[config.mk]
export PLATFORM = sky130hd
export DESIGN_NAME = vga_code_ctrl
export DESIGN_NICKNAME = d
export VERILOG_FILES = /design/src/rtl/vga_pkg.sv /design/src/rtl/vga_frame_timer.sv /design/src/rtl/vga_code_ctrl.sv
export SDC_FILE = /design/constraint.sdc
export NUM_CORES = 1
export LEC_CHECK = 0
export ABC_AREA = 0
export CAP_MARGIN = 20
export CORE_MARGIN = 2
export CORE_UTILIZATION = 54
export CTS_CLUSTER_DIAMETER = 40
export DETAILED_ROUTE_END_ITERATION = 6
export GPL_ROUTABILITY_DRIVEN = 0
export PLACE_DENSITY = 0.79
export SYNTH_ARGS = -nofsm -noshare
export SYNTH_HDL_FRONTEND = slang
export SYNTH_SLANG_ARGS = --single-unit
[constraint.sdc]
create_clock -name clk -period 2.2 [get_ports clk]
set_input_delay 0.55 -clock clk [delete_from_list [all_inputs] [get_ports clk]]
set_output_delay 0.55 -clock clk [all_outputs]
set_load 0.05 [all_outputs]
[src/rtl/vga_pkg.sv]
// Shared constants for the VGA code feeder: opcodes, 800x600@72 frame geometry
// and the controller state encoding.
package vga_pkg;

    localparam int H_TOTAL      = 1040;
    localparam int V_TOTAL      = 666;
    localparam int FRAME_CYCLES = H_TOTAL * V_TOTAL;

    localparam logic [1:0] OP_SET_L  = 2'b00;
    localparam logic [1:0] OP_SET_R  = 2'b01;
    localparam logic [1:0] OP_COMMIT = 2'b10;
    localparam logic [1:0] OP_CLEAR  = 2'b11;

    typedef enum logic {
        IDLE       = 1'b0,
        WAIT_FRAME = 1'b1
    } state_t;

endpackage

[src/rtl/vga_frame_timer.sv]
// Free-running frame position counter, reset-aligned with the VGA stage;
// frame_tick marks the apply-point cycle (frame_cnt == FRAME_CYCLES-2).
module vga_frame_timer #(
    parameter int FRAME_CYCLES = vga_pkg::FRAME_CYCLES
) (
    input  logic        clk,
    input  logic        rst_n,
    output logic [19:0] frame_cnt,
    output logic        frame_tick
);

    localparam logic [19:0] LAST_CNT  = 20'(FRAME_CYCLES - 1);
    localparam logic [19:0] APPLY_CNT = 20'(FRAME_CYCLES - 2);

    logic [19:0] cnt_q, cnt_d;

    always_comb begin
        cnt_d = (cnt_q == LAST_CNT) ? 20'd0 : cnt_q + 20'd1;
    end

    always_ff @(posedge clk or negedge rst_n) begin
        if (!rst_n) begin
            cnt_q <= 20'd0;
        end else begin
            cnt_q <= cnt_d;
        end
    end

    assign frame_cnt  = cnt_q;
    assign frame_tick = (cnt_q == APPLY_CNT);

endmodule

[src/rtl/vga_code_ctrl.sv]
// Stages left/right RGB444 colours from CPU commands and commits them to the
// VGA code bus atomically at the frame apply point. Optional blink: VGA_CODE_BLINK_EN.
module vga_code_ctrl
    import vga_pkg::*;
#(
    parameter int FRAME_CYCLES = vga_pkg::FRAME_CYCLES,
    parameter int BLINK_FRAMES = 36
) (
    input  logic        clk,
    input  logic        rst_n,
    input  logic        cmd_valid,
    output logic        cmd_ready,
    input  logic [15:0] cmd_data,
    output logic [23:0] code,
    output logic        busy,
    output logic        frame_tick
);

    logic [19:0] frame_cnt;
    logic        accept;

    state_t      state_q, state_d;
    logic        cmd_ready_q, cmd_ready_d;
    logic        busy_q, busy_d;
    logic [11:0] stage_l_q, stage_l_d;
    logic [11:0] stage_r_q, stage_r_d;
    logic [23:0] code_q, code_d;

`ifdef VGA_CODE_BLINK_EN
    localparam int GW = (BLINK_FRAMES > 1) ? $clog2(BLINK_FRAMES) : 1;
    logic [23:0]   committed_q, committed_d;
    logic          blink_req_q, blink_req_d;
    logic          blink_on_q, blink_on_d;
    logic          blink_phase_q, blink_phase_d;
    logic [GW-1:0] grp_q, grp_d;
`else
    localparam int unused_blink_frames = BLINK_FRAMES;
`endif

    logic unused_bits;
    assign unused_bits = ^{cmd_data[13:12], frame_cnt};

    vga_frame_timer #(
        .FRAME_CYCLES(FRAME_CYCLES)
    ) u_timer (
        .clk        (clk),
        .rst_n      (rst_n),
        .frame_cnt  (frame_cnt),
        .frame_tick (frame_tick)
    );

    assign accept = cmd_valid && cmd_ready_q;

    always_comb begin
        state_d     = state_q;
        cmd_ready_d = cmd_ready_q;
        busy_d      = busy_q;
        stage_l_d   = stage_l_q;
        stage_r_d   = stage_r_q;
        code_d      = code_q;
`ifdef VGA_CODE_BLINK_EN
        committed_d   = committed_q;
        blink_req_d   = blink_req_q;
        blink_on_d    = blink_on_q;
        blink_phase_d = blink_phase_q;
        grp_d         = grp_q;
`endif
        case (state_q)
            IDLE: begin
                // A COMMIT taken on the apply edge itself waits a full frame,
                // since the WAIT_FRAME branch only sees frame_tick from the next cycle on.
                if (accept) begin
                    case (cmd_data[15:14])
                        OP_SET_L: stage_l_d = cmd_data[11:0];
                        OP_SET_R: stage_r_d = cmd_data[11:0];
                        OP_CLEAR: begin
                            stage_l_d = 12'd0;
                            stage_r_d = 12'd0;
                        end
                        OP_COMMIT: begin
                            state_d     = WAIT_FRAME;
                            cmd_ready_d = 1'b0;
                            busy_d      = 1'b1;
`ifdef VGA_CODE_BLINK_EN
                            blink_req_d = cmd_data[13];
`endif
                        end
                    endcase
                end
            end
            WAIT_FRAME: begin
                if (frame_tick) begin
                    state_d     = IDLE;
                    cmd_ready_d = 1'b1;
                    busy_d      = 1'b0;
`ifdef VGA_CODE_BLINK_EN
                    committed_d = {stage_l_q, stage_r_q};
                    blink_on_d  = blink_req_q;
`else
                    code_d      = {stage_l_q, stage_r_q};
`endif
                end
            end
        endcase
`ifdef VGA_CODE_BLINK_EN
        if (frame_tick) begin
            if (grp_q == GW'(BLINK_FRAMES - 1)) begin
                grp_d         = '0;
                blink_phase_d = !blink_phase_q;
            end else begin
                grp_d = grp_q + 1'b1;
            end
        end
        // Blanking is folded into the output register; the colour itself survives.
        code_d = (blink_on_d && blink_phase_d) ? 24'd0 : committed_d;
`endif
    end

    always_ff @(posedge clk or negedge rst_n) begin
        if (!rst_n) begin
            state_q     <= IDLE;
            cmd_ready_q <= 1'b1;
            busy_q      <= 1'b0;
            stage_l_q   <= 12'd0;
            stage_r_q   <= 12'd0;
            code_q      <= 24'd0;
`ifdef VGA_CODE_BLINK_EN
            committed_q   <= 24'd0;
            blink_req_q   <= 1'b0;
            blink_on_q    <= 1'b0;
            blink_phase_q <= 1'b0;
            grp_q         <= '0;
`endif
        end else begin
            state_q     <= state_d;
            cmd_ready_q <= cmd_ready_d;
            busy_q      <= busy_d;
            stage_l_q   <= stage_l_d;
            stage_r_q   <= stage_r_d;
            code_q      <= code_d;
`ifdef VGA_CODE_BLINK_EN
            committed_q   <= committed_d;
            blink_req_q   <= blink_req_d;
            blink_on_q    <= blink_on_d;
            blink_phase_q <= blink_phase_d;
            grp_q         <= grp_d;
`endif
        end
    end

    assign cmd_ready = cmd_ready_q;
    assign busy      = busy_q;
    assign code      = code_q;

endmodule
==> results of run 1 <==
==> cells by family after synthesis <==
family,share of synthesized area [%]
buf+inv,4.032
fa+ha+maj,1.958
simple gates,15.82
flops,55.64
mux,14.57
compound gates,3.602
xor+xnor,4.385
==> Yosys cell counts, drive strengths merged, types with 2 or more instances <==
cell type / number / area share [%]
nand2: 16 / 1.9
mux2: 24 / 11
clkbuf: 4 / 0.51
o22ai: 2 / 0.39
and3: 4 / 0.78
nor2: 17 / 2.5
nand4: 6 / 1.6
dfrtp: 70 / 55
inv: 18 / 2.1
o21ai: 15 / 2.3
nor4: 6 / 2.0
and4: 2 / 0.55
ha: 5 / 2.0
xnor2: 11 / 3.0
buf: 3 / 1.4
nand3: 10 / 1.9
xor2: 5 / 1.4
nand2b: 12 / 2.3
nor3: 5 / 0.78
mux2i: 12 / 3.8
==> final cells by class <==
type,instances,area (µm²),area share [%]
clock buffers,10,137.6,3.405
clock inverters,5,58.81,1.455
inverters,18,67.56,1.671
multi-input cells,159,1301,32.19
flip-flops and latches,71,1785,44.17
well taps,75,93.84,2.321
repair buffers,60,598.1,14.79
==> per-layer routing <==
| metal | global-route usage (%) | up-vias |
|---|---|---|
| met2 | 29.09 | 51 |
| met4 | 8.136 | 0 |
| met1 | 26.92 | 1018 |
| met3 | 6.222 | 13 |
| li1 | - | 996 |
| met5 | 0 | - |
==> timing repair <==
action / in CTS / in global routing
cloned: 0 / 0
buffers inserted: 4 / 7
pin swaps: 4 / 4
setup endpoints to repair: 1 / 1
resized for setup: 3 / 4
==> worst max-delay path by stage <==
stage,start,slack (ns),endpoint
floorplan,u_timer.frame_cnt[11],0.19,frame_tick
global placement,cmd_data[14],0.19,stage_l_q[11]
detailed placement,u_timer.frame_cnt[11],0.17,frame_tick
CTS,u_timer.frame_cnt[18],-0.03,frame_tick
global route,u_timer.frame_cnt[5],-0.11,frame_tick
finish,u_timer.frame_cnt[9],-0.04,frame_tick
==> layout by cell type, fill, tap and decap left out, drive strengths merged, types with 4 or more instances in the layout <==
master and count:
nand2 16, mux2i 12, buf 20, nor3 5
and3 4, nor4 6, mux2 24, nand4 6
o21ai 15, inv 18, xnor2 11, nor2 17
nand3 10, clkdlybuf4s50 40, nand2b 12, ha 5
dfrtp 70, xor2 5, clkbuf 10
==> per-stage QoR <==
stage / util [%] / TNS (ns) / power (mW) / hold slack, ns / instances
after global placement: 64.50 / 0 / 1.413 / 0.4636 / 372
after global routing: 69.51 / -0.1076 / 2.490 / 0.2341 / 398
final: 69.51 / -0.03865 / 2.416 / 0.2161 / 398
after detailed placement: 64.50 / 0 / 1.414 / 0.4704 / 372
after CTS: 68.46 / -0.02630 / 2.439 / 0.2282 / 391
after floorplan: - / 0 / 1.347 / 0.2544 / 255
==> power by group through the flow <==
stage | logic, mW | registers, mW | clock network [mW]
2_1_floorplan | 0.0173 | 1.33 | 0
3_3_place_gp | 0.0834 | 1.33 | 0
3_5_place_dp | 0.0843 | 1.33 | 0
4_1_cts | 0.0854 | 1.30 | 1.05
5_1_grt | 0.0936 | 1.30 | 1.09
6_report | 0.0823 | 1.30 | 1.03
==> state kept, by name (all words and copies together) (netlist names) <==
register,count
stage_l_q,12
busy,1
state_q,1
u_timer.frame_cnt,20
code,24
stage_r_q,12
cmd_ready,1
==> worst reg2reg max path, delay by kind of cell (launching register included) <==
kind / cells / cell delay [ns]
flops: 1 / 0.46
simple gates: 4 / 1.13
buf+inv: 1 / 0.22
==> results.md, run 1 <==
* Layout cells sized above 1 at 23.84%
* Pwr/cell area at 597.5 nW/µm²
* Final Cell Area at 4043 µm²
* Status: complete, but fails checks
* Endpoints failing setup at 1
* Clock transition at the registers of the reported paths at 0.08 ns
* Crit. path cell count at 4
* Max Root-Sink Buffers at 2
* CP startpoint kind: flop
* Violated checks: negative setup slack
* Critical Path End Type: output pin
* Post-synth top flop: dfrtp_1
* NetSw at 525.8 µW
* Yosys warns at 0
* Reg power frac at 54.0%
* Clock network fraction of design power at 42.6%
* Comb pwr share at 3.4%
* Tcrit/Tclk final at 101.8%
* Pin count of the biggest net entering global routing at 72
* Slowest stage cell, crit path: dfrtp_2
* Avg Synthesized Cell Area at 12.53 µm²
* Ports at 46
* Port buffer count at 43
* Worst Path Required at 1.65 ns
* CP Cell Sequence: nor4_4, nand4_1, nor2_4, buf_12
* Tightest Hold Check Type: in2async
* Final nets at 343
* EDFF count, synth at 0
* Slew HR at 60.11%
* Sw Ratio at 21.77%
* Vias post-DR at 2,078
* WL met1 at 2794 µm
* Lkg Pwr at 1.869 nW
* Skew final at 0.009611 ns
* Fill count at 427
* Routed Wire Length at 5959 µm
* Hold buffers post-CTS at 0
* Grt ovf at 0
* Post-DR wirelength/cell at 14.97 µm
* Highest routed layer: met4
* DRT antenna net count at 0
* Synth async-reset ratio at 100.0%
* Int Pwr at 1.890 mW
* GRT Overall Usage at 19.65%
* Slowest cell delay on critical path at 0.46 ns
* Setup WS pre-CTS at 0.1671 ns
* Met3 wire length at 281 µm
* CTS Buf Count at 9
* Number of buffers and inverters on the critical path at 1
* DR pass1 iterations at 4
* # diodes at 0
* Effective utilization at floorplan at 54.95%
* FMAX at 446.7 MHz
* Seq cells post-synth at 71
* Root Driver: clkbuf_8
* CTS tree: done
* Core area at 5816 µm²
* DRC violations left at 0
* Sequential fraction of the synthesis area at 55.64%
* Worst Max-Slew Pin Slew at 0.5961 ns
* Global-route wire length before repair at 9591 µm
* Post-Syn Instances at 255
* Fin. Hold Viols at 0
* Die Width at 80.93 µm
* H-tree depth at 3
* Clk Latency, worst-skew pair at 0.34 ns
* Avg Vias per Cell at 5.221
* MaxCap Viol Count at 0
* CP Max Fanout at 4
* RSZ-0062 raised after global routing: true
* Full die area at 6549 µm²
* RR Endpoint: u_timer.frame_cnt[3]
* Worst R2R Start: u_timer.frame_cnt[9]
* Detailed Place HPWL at 3765 µm
* Area Growth Syn to Fin at 26.51%
* Final worst path period need at 2.239 ns
* Starting DRT DRC Count at 111
* Vias in the first global route at 2,012
* Vert. Die Dim at 80.93 µm
* Initial antenna violation count at 0
* Syn_nets at 279
* Worst R2R Setup Slack at 0.24 ns
* Cell variety after synth at 36
* Worst vdd ir at 0.0006018 V
* Post-Syn Area at 3196 µm²
* Row count at 28
* WL met2 at 2764 µm
* Arr. time, crit path at 1.69 ns
* Max Slew Vio Count at 0
* Setup slack after layout at -0.03865 ns
* Crit path max-delay family: simple AND/OR/NAND/NOR gates
* Sink Count at 71
* Area of placed instances at 3751 µm²
* Reg2reg path depth at 5
* Setup Crit Path Kind: reg2out
(Power assumes the default switching activity.)
==> run 2, diff against run 1 <==
--- a/config.mk
+++ b/config.mk
@@ -8,11 +8,11 @@
 export ABC_AREA = 0
 export CAP_MARGIN = 20
 export CORE_MARGIN = 2
-export CORE_UTILIZATION = 54
+export CORE_UTILIZATION = 49
 export CTS_CLUSTER_DIAMETER = 40
 export DETAILED_ROUTE_END_ITERATION = 6
 export GPL_ROUTABILITY_DRIVEN = 0
-export PLACE_DENSITY = 0.79
+export PLACE_DENSITY = 0.76
 export SYNTH_ARGS = -nofsm -noshare
 export SYNTH_HDL_FRONTEND = slang
 export SYNTH_SLANG_ARGS = --single-unit
==> constraint.sdc (replaced) <==
create_clock -name clk -period 1.8 [get_ports clk]
set_input_delay 0.45 -clock clk [delete_from_list [all_inputs] [get_ports clk]]
set_output_delay 0.45 -clock clk [all_outputs]
set_load 0.05 [all_outputs]
==> run 2 against run 1 <==
The flow still finishes with violations (negative setup slack). Setup slack got worse by 0.25 ns. Cell area is 4.6% higher. First-iteration DRC count down 29%. Flip-flop and latch count did not move.
==> results.md, run 2 (synthesized netlist as in run 1, its figures left out) <==
* Status: complete, but fails checks
* Violated checks: negative setup slack
* Number of buffers and inverters on the critical path at 1 (unchanged)
* Ports at 46 (unchanged)
* Slowest cell delay on critical path at 0.41 ns (-0.05 ns)
* Hold buffers post-CTS at 0 (unchanged)
* H-tree depth at 3 (unchanged)
* CP startpoint kind: flop
* Tcrit/Tclk final at 115.9%
* Worst setup path startpoint: u_timer.frame_cnt[14]
* MaxCap Viol Count at 0 (unchanged)
* Post-DR wirelength/cell at 15.55 µm (+3.8%)
* Largest register FFs at 24 (unchanged)
* Grt ovf at 0 (unchanged)
* DRC violations left at 0 (unchanged)
* Setup TNS at -0.8841 ns (-0.8454 ns)
* Routed Wire Length at 6546 µm (+9.9%)
* Core area at 6314 µm² (+8.6%)
* Setup slack after layout at -0.2856 ns (-0.2470 ns)
* Critical Path End Type: output pin
* Crit. path cell count at 4 (unchanged)
* RSZ-0062 raised after global routing: true
* DRT antenna net count at 0 (unchanged)
* Slew HR at 76.08% (+16 points)
* Reg power frac at 54.6% (+0.6 points)
* Arr. time, crit path at 1.64 ns (-0.05 ns)
* Lkg Pwr at 2.091 nW (+12%)
* Skew final at 0.01102 ns (+0.001409 ns)
* Commonest non-fill, non-tap cell in the layout: dfrtp_1
* Avg Vias per Cell at 5.124 (-1.9%)
* Starting DRT DRC Count at 79 (-29%)
* Setup Crit Path Kind: reg2out
* Max Slew Vio Count at 0 (unchanged)
* Global-route wire length before repair at 11,340 µm (+18%)
* Critical path endpoint: frame_tick
* NetSw at 644.8 µW (+23%)
* Final worst path period need at 2.086 ns
* Clk Latency, worst-skew pair at 0.34 ns (about the same)
* Worst vdd ir at 0.0005931 V (-1.5%)
* CTS Buf Count at 9 (unchanged)
* Detailed Place HPWL at 4231 µm (+12%)
* FMAX at 479.5 MHz
* Most frequent cells in the layout: 70 x dfrtp_1, 54 x buf_4, 24 x mux2_4, 18 x inv_1, 16 x nand2_1
* Slowest stage cell, crit path: dfrtp_1
* CTS tree: done
* Die Width at 84.76 µm (+4.7%)
* Pin count of the biggest net entering global routing at 72 (unchanged)
* Endpoints failing setup at 11 (+10)
* Int Pwr at 2.276 mW (+20%)
* Worst Max-Slew Pin Slew at 0.3561 ns (-0.2400 ns)
* Fin. Hold Viols at 0 (unchanged)
* Layout cells sized above 1 at 34.01% (+10 points)
* Crit path max-delay family: simple AND/OR/NAND/NOR gates
* Vias post-DR at 2,157 (+3.8%)
* Clock network fraction of design power at 41.9% (-0.7 points)
* Tightest Hold Check Type: in2async
* Area Growth Syn to Fin at 32.38%
* Row count at 29 (+3.6%)
* Effective utilization at floorplan at 50.61% (-4.3 points)
* Worst R2R Start: u_timer.frame_cnt[14]
* DR pass1 iterations at 4 (unchanged)
* Sink Count at 71 (unchanged)
* Final nets at 363 (+5.8%)
* Comb pwr share at 3.5% (about the same)
* Sw Ratio at 22.08% (+0.31 points)
* Vert. Die Dim at 84.76 µm (+4.7%)
* Setup WS pre-CTS at -0.1148 ns (-0.2819 ns)
* Full die area at 7183 µm² (+9.7%)
* Root Driver: clkbuf_8
* GRT Overall Usage at 20.30% (+0.65 points)
* Max Root-Sink Buffers at 2 (unchanged)
* Vias in the first global route at 2,363 (+17%)
* Fill count at 470 (+10%)
* CP Max Fanout at 2 (-2)
* Worst Path Required at 1.35 ns (-0.30 ns)
* # diodes at 0 (unchanged)
* CP Cell Sequence: nor4b_4, nand4_1, nor2_4, buf_12
* Port buffer count at 43 (unchanged)
* Worst R2R Setup Slack at -0.08 ns (-0.32 ns)
* Pwr/cell area at 690.3 nW/µm² (+16%)
* RR Endpoint: code[8]
* Clock transition at the registers of the reported paths at 0.08 ns (about the same)
* Initial antenna violation count at 0 (unchanged)
* Reg2reg path depth at 7 (+2)
## run 2: metrics by stage
stage          hold slack, ns  util (%)  total power, mW  area, µm²  instances
5_1_grt                0.1514     67.00            3.031       4230        421
2_1_floorplan          0.1544         -            1.647       3203        255
3_5_place_dp           0.4695     61.55            1.728       3886        396
4_1_cts                0.1288     66.39            2.960       4192        420
3_3_place_gp           0.4617     61.55            1.728       3886        396
6_report               0.1163     67.00            2.920       4230        421
## run 2: area by class of cell
class | count | area, µm² | area share, %
Sequential cell | 71 | 1778 | 42.03
Multi-Input combinational cell | 159 | 1340 | 31.68
Timing Repair Buffer | 80 | 759.5 | 17.95
Clock buffer | 10 | 127.6 | 3.017
Tap cell | 77 | 96.34 | 2.277
Inverter | 18 | 67.56 | 1.597
Clock inverter | 6 | 61.31 | 1.449
## run 2: routing by layer
layer / up-vias / part of all wire, % / track usage, %
li1: 1040 / - / -
met2: 39 / 50 / 33.29
met1: 1071 / 44 / 26.07
met3: 7 / 4.6 / 5.998
met5: - / 0 / 0
met4: 0 / 1.0 / 6.494
## run 2: timing repair
action / 4_1_cts / 5_1_grt
hold endpoints to repair: 0 / 0
gates cloned: 2 / 0
gates resized for setup: 4 / 9
setup endpoints to repair: 5 / 19
setup buffers: 8 / 2
pin swaps: 7 / 5
## run 2: how the worst min path moves through the flow
stage | startpoint | end | cells after the start
after floorplan | rst_n | busy | 0
after global placement | stage_l_q[9] | stage_l_q[9] | 2
after detailed placement | stage_l_q[11] | stage_l_q[11] | 2
after CTS | rst_n | code[6] | 2
after global routing | rst_n | code[6] | 2
final | rst_n | code[6] | 2
## run 2: power groups by stage
stage,logic (mW),registers (mW),clock network [mW]
floorplan,0.0212,1.63,0
global placement,0.103,1.63,0
detailed placement,0.103,1.63,0
CTS,0.104,1.59,1.26
global route,0.116,1.59,1.32
finish,0.101,1.59,1.22
==> run 3, diff against run 2 <==
--- a/config.mk
+++ b/config.mk
@@ -13,6 +13,7 @@
 export DETAILED_ROUTE_END_ITERATION = 6
 export GPL_ROUTABILITY_DRIVEN = 0
 export PLACE_DENSITY = 0.76
+export RECOVER_POWER = 25
 export SYNTH_ARGS = -nofsm -noshare
 export SYNTH_HDL_FRONTEND = slang
 export SYNTH_SLANG_ARGS = --single-unit
==> run 3 against run 2 <==
Via count is the same. Critical path depth stayed put. Largest cell class unchanged. Worst hold slack better by 0.23 ns. Critical endpoint unchanged. The flow still finishes with violations (negative setup slack). Cell count did not move. Non-clock buffer count did not move. Critical path type unchanged. Utilization is 0.20 points lower. Cell area decreased by 0.30%.
==> results.md, run 3 (synthesized netlist as in run 1, its figures left out) <==
* Skew final at 0.01102 ns (unchanged)
* DRC violations left at 0 (unchanged)
* Routed Wire Length at 6544 µm (about the same)
* Critical Path End Type: output pin
* Crit path max-delay family: simple AND/OR/NAND/NOR gates
* Most frequent cells in the layout: 70 x dfrtp_1, 54 x buf_4, 24 x mux2_4, 18 x inv_1, 16 x nand2_1
* Slowest cell delay on critical path at 0.41 ns (about the same)
* Clk Latency, worst-skew pair at 0.34 ns (about the same)
* Vias post-DR at 2,157 (unchanged)
* Final worst path period need at 2.086 ns (unchanged)
* Root Driver: clkbuf_8
* Vias in the first global route at 2,363 (unchanged)
* Lkg Pwr at 2.086 nW (-0.23%)
* Max Slew Vio Count at 0 (unchanged)
* Initial antenna violation count at 0 (unchanged)
* Clock transition at the registers of the reported paths at 0.08 ns (about the same)
* Commonest non-fill, non-tap cell in the layout: dfrtp_1
* Largest register FFs at 24 (unchanged)
* Worst R2R Setup Slack at -0.08 ns (about the same)
* CP Max Fanout at 2 (unchanged)
* Tcrit/Tclk final at 115.9% (unchanged)
* Post-DR wirelength/cell at 15.54 µm (about the same)
* Tightest Hold Check Type: in2async
* FMAX at 479.5 MHz (unchanged)
* Grt ovf at 0 (unchanged)
* CTS Buf Count at 9 (unchanged)
* Arr. time, crit path at 1.64 ns (about the same)
* Die Width at 84.76 µm (unchanged)
* CTS tree: done
* Crit. path cell count at 4 (unchanged)
* Pwr/cell area at 691.5 nW/µm² (+0.16%)
* # diodes at 0 (unchanged)
* Sink Count at 71 (unchanged)
* Final Cell Area at 4218 µm² (-0.30%)
* Fin. Hold Viols at 0 (unchanged)
* Setup Crit Path Kind: reg2out
* GRT Overall Usage at 20.30% (unchanged)
* Endpoints failing setup at 11 (unchanged)
* Reg2reg path depth at 7 (unchanged)
* Area Growth Syn to Fin at 31.99%
* Setup slack after layout at -0.2856 ns (unchanged)
* CP Cell Sequence: nor4b_4, nand4_1, nor2_4, buf_12
* Status: complete, but fails checks
* Setup WS pre-CTS at -0.1148 ns (unchanged)
* DRT antenna net count at 0 (unchanged)
* H-tree depth at 3 (unchanged)
* Worst vdd ir at 0.0005931 V (about the same)
* Core area at 6314 µm² (unchanged)
* Area of placed instances at 3886 µm² (unchanged)
* Number of buffers and inverters on the critical path at 1 (unchanged)
* Worst R2R Start: u_timer.frame_cnt[14]
* Worst Path Required at 1.35 ns (about the same)
* Effective utilization at floorplan at 50.61% (unchanged)
* Final nets at 363 (unchanged)
* Pin count of the biggest net entering global routing at 72 (unchanged)
* RR Endpoint: code[8]
* Hold buffers post-CTS at 0 (unchanged)
* Starting DRT DRC Count at 79 (unchanged)
* Ports at 46 (unchanged)
* Slowest stage cell, crit path: dfrtp_1
* Vert. Die Dim at 84.76 µm (unchanged)
* Violated checks: negative setup slack
* Row count at 29 (unchanged)
* RSZ-0062 raised after global routing: true
* DR pass1 iterations at 4 (unchanged)
* Detailed Place HPWL at 4231 µm (unchanged)
* Worst Max-Slew Pin Slew at 0.9318 ns (+0.5757 ns)
* Full die area at 7183 µm² (unchanged)
* Avg Vias per Cell at 5.124 (unchanged)
* Max Root-Sink Buffers at 2 (unchanged)
* Setup TNS at -0.8841 ns (-0.000005000 ns)
* Port buffer count at 43 (unchanged)
* MaxCap Viol Count at 0 (unchanged)
* Global-route wire length before repair at 11,340 µm (unchanged)
* CP startpoint kind: flop
* Layout cells sized above 1 at 34.01% (unchanged)
* Slew HR at 37.88% (-38 points)
==> run 3: cell count changes in the layout (fill, tap and decap cells not counted), sizes merged <==
cell	before	now
buf	64	63
clkbuf	11	12
==> run 3: how the worst max path moves through the flow <==
stage                                from            to  slack (ns)
finish              u_timer.frame_cnt[14]    frame_tick       -0.29
detailed placement           cmd_data[14]  stage_l_q[7]       -0.11
CTS                 u_timer.frame_cnt[14]    frame_tick       -0.30
global route        u_timer.frame_cnt[14]    frame_tick       -0.37
global placement             cmd_data[14]  stage_l_q[7]       -0.09
floorplan           u_timer.frame_cnt[11]    frame_tick       0.002
==> run 3: report_power, final <==
group / internal (mW) / switching (mW) / leakage, nW
combinational: 0.0429 / 0.0545 / 1.08
clock: 0.635 / 0.590 / 0.0960
sequential: 1.59 / 0 / 0.906
==> run 3: what timing repair did <==
action	CTS	global route
setup endpoints to repair	5	19
gates cloned	2	0
pin swaps	7	5
setup buffers	8	2
resized for setup	4	9
==> run 3: worst register-to-register path, stage by stage (launching register included) <==
cell     delay [ns]
dfrtp_1        0.41
nor4b_4        0.30
buf_4          0.16
nand4_4        0.13
nor2_8         0.20
buf_12         0.13
buf_16         0.13
mux2_4         0.29
==> run 3: metal layers <==
layer	up-vias	track usage [%]	wire, µm
met1	1071	26.07	2904
met5	-	0	0
met4	0	6.494	68
met2	39	33.29	3270
li1	1040	-	-
met3	7	5.998	300
==> run 3: final cells by class <==
cell class | instances | area, µm²
Timing Repair Buffer | 80 | 747.0
Inverter | 18 | 67.56
Multi-Input combinational cell | 159 | 1340
Fill cell | 472 | 2096
Tap cell | 77 | 96.34
Sequential cell | 71 | 1778
Clock inverter | 6 | 61.31
Clock buffer | 10 | 127.6
==> run 3: stage by stage <==
| step | std cells | hold slack [ns] | power [mW] | utilization, % |
|---|---|---|---|---|
| after floorplan | 255 | 0.1544 | 1.647 | - |
| after global placement | 396 | 0.4617 | 1.728 | 61.55 |
| after detailed placement | 396 | 0.4695 | 1.728 | 61.55 |
| after CTS | 420 | 0.1288 | 2.960 | 66.39 |
| after global routing | 421 | 0.4590 | 3.027 | 66.81 |
| final | 421 | 0.3512 | 2.916 | 66.81 |
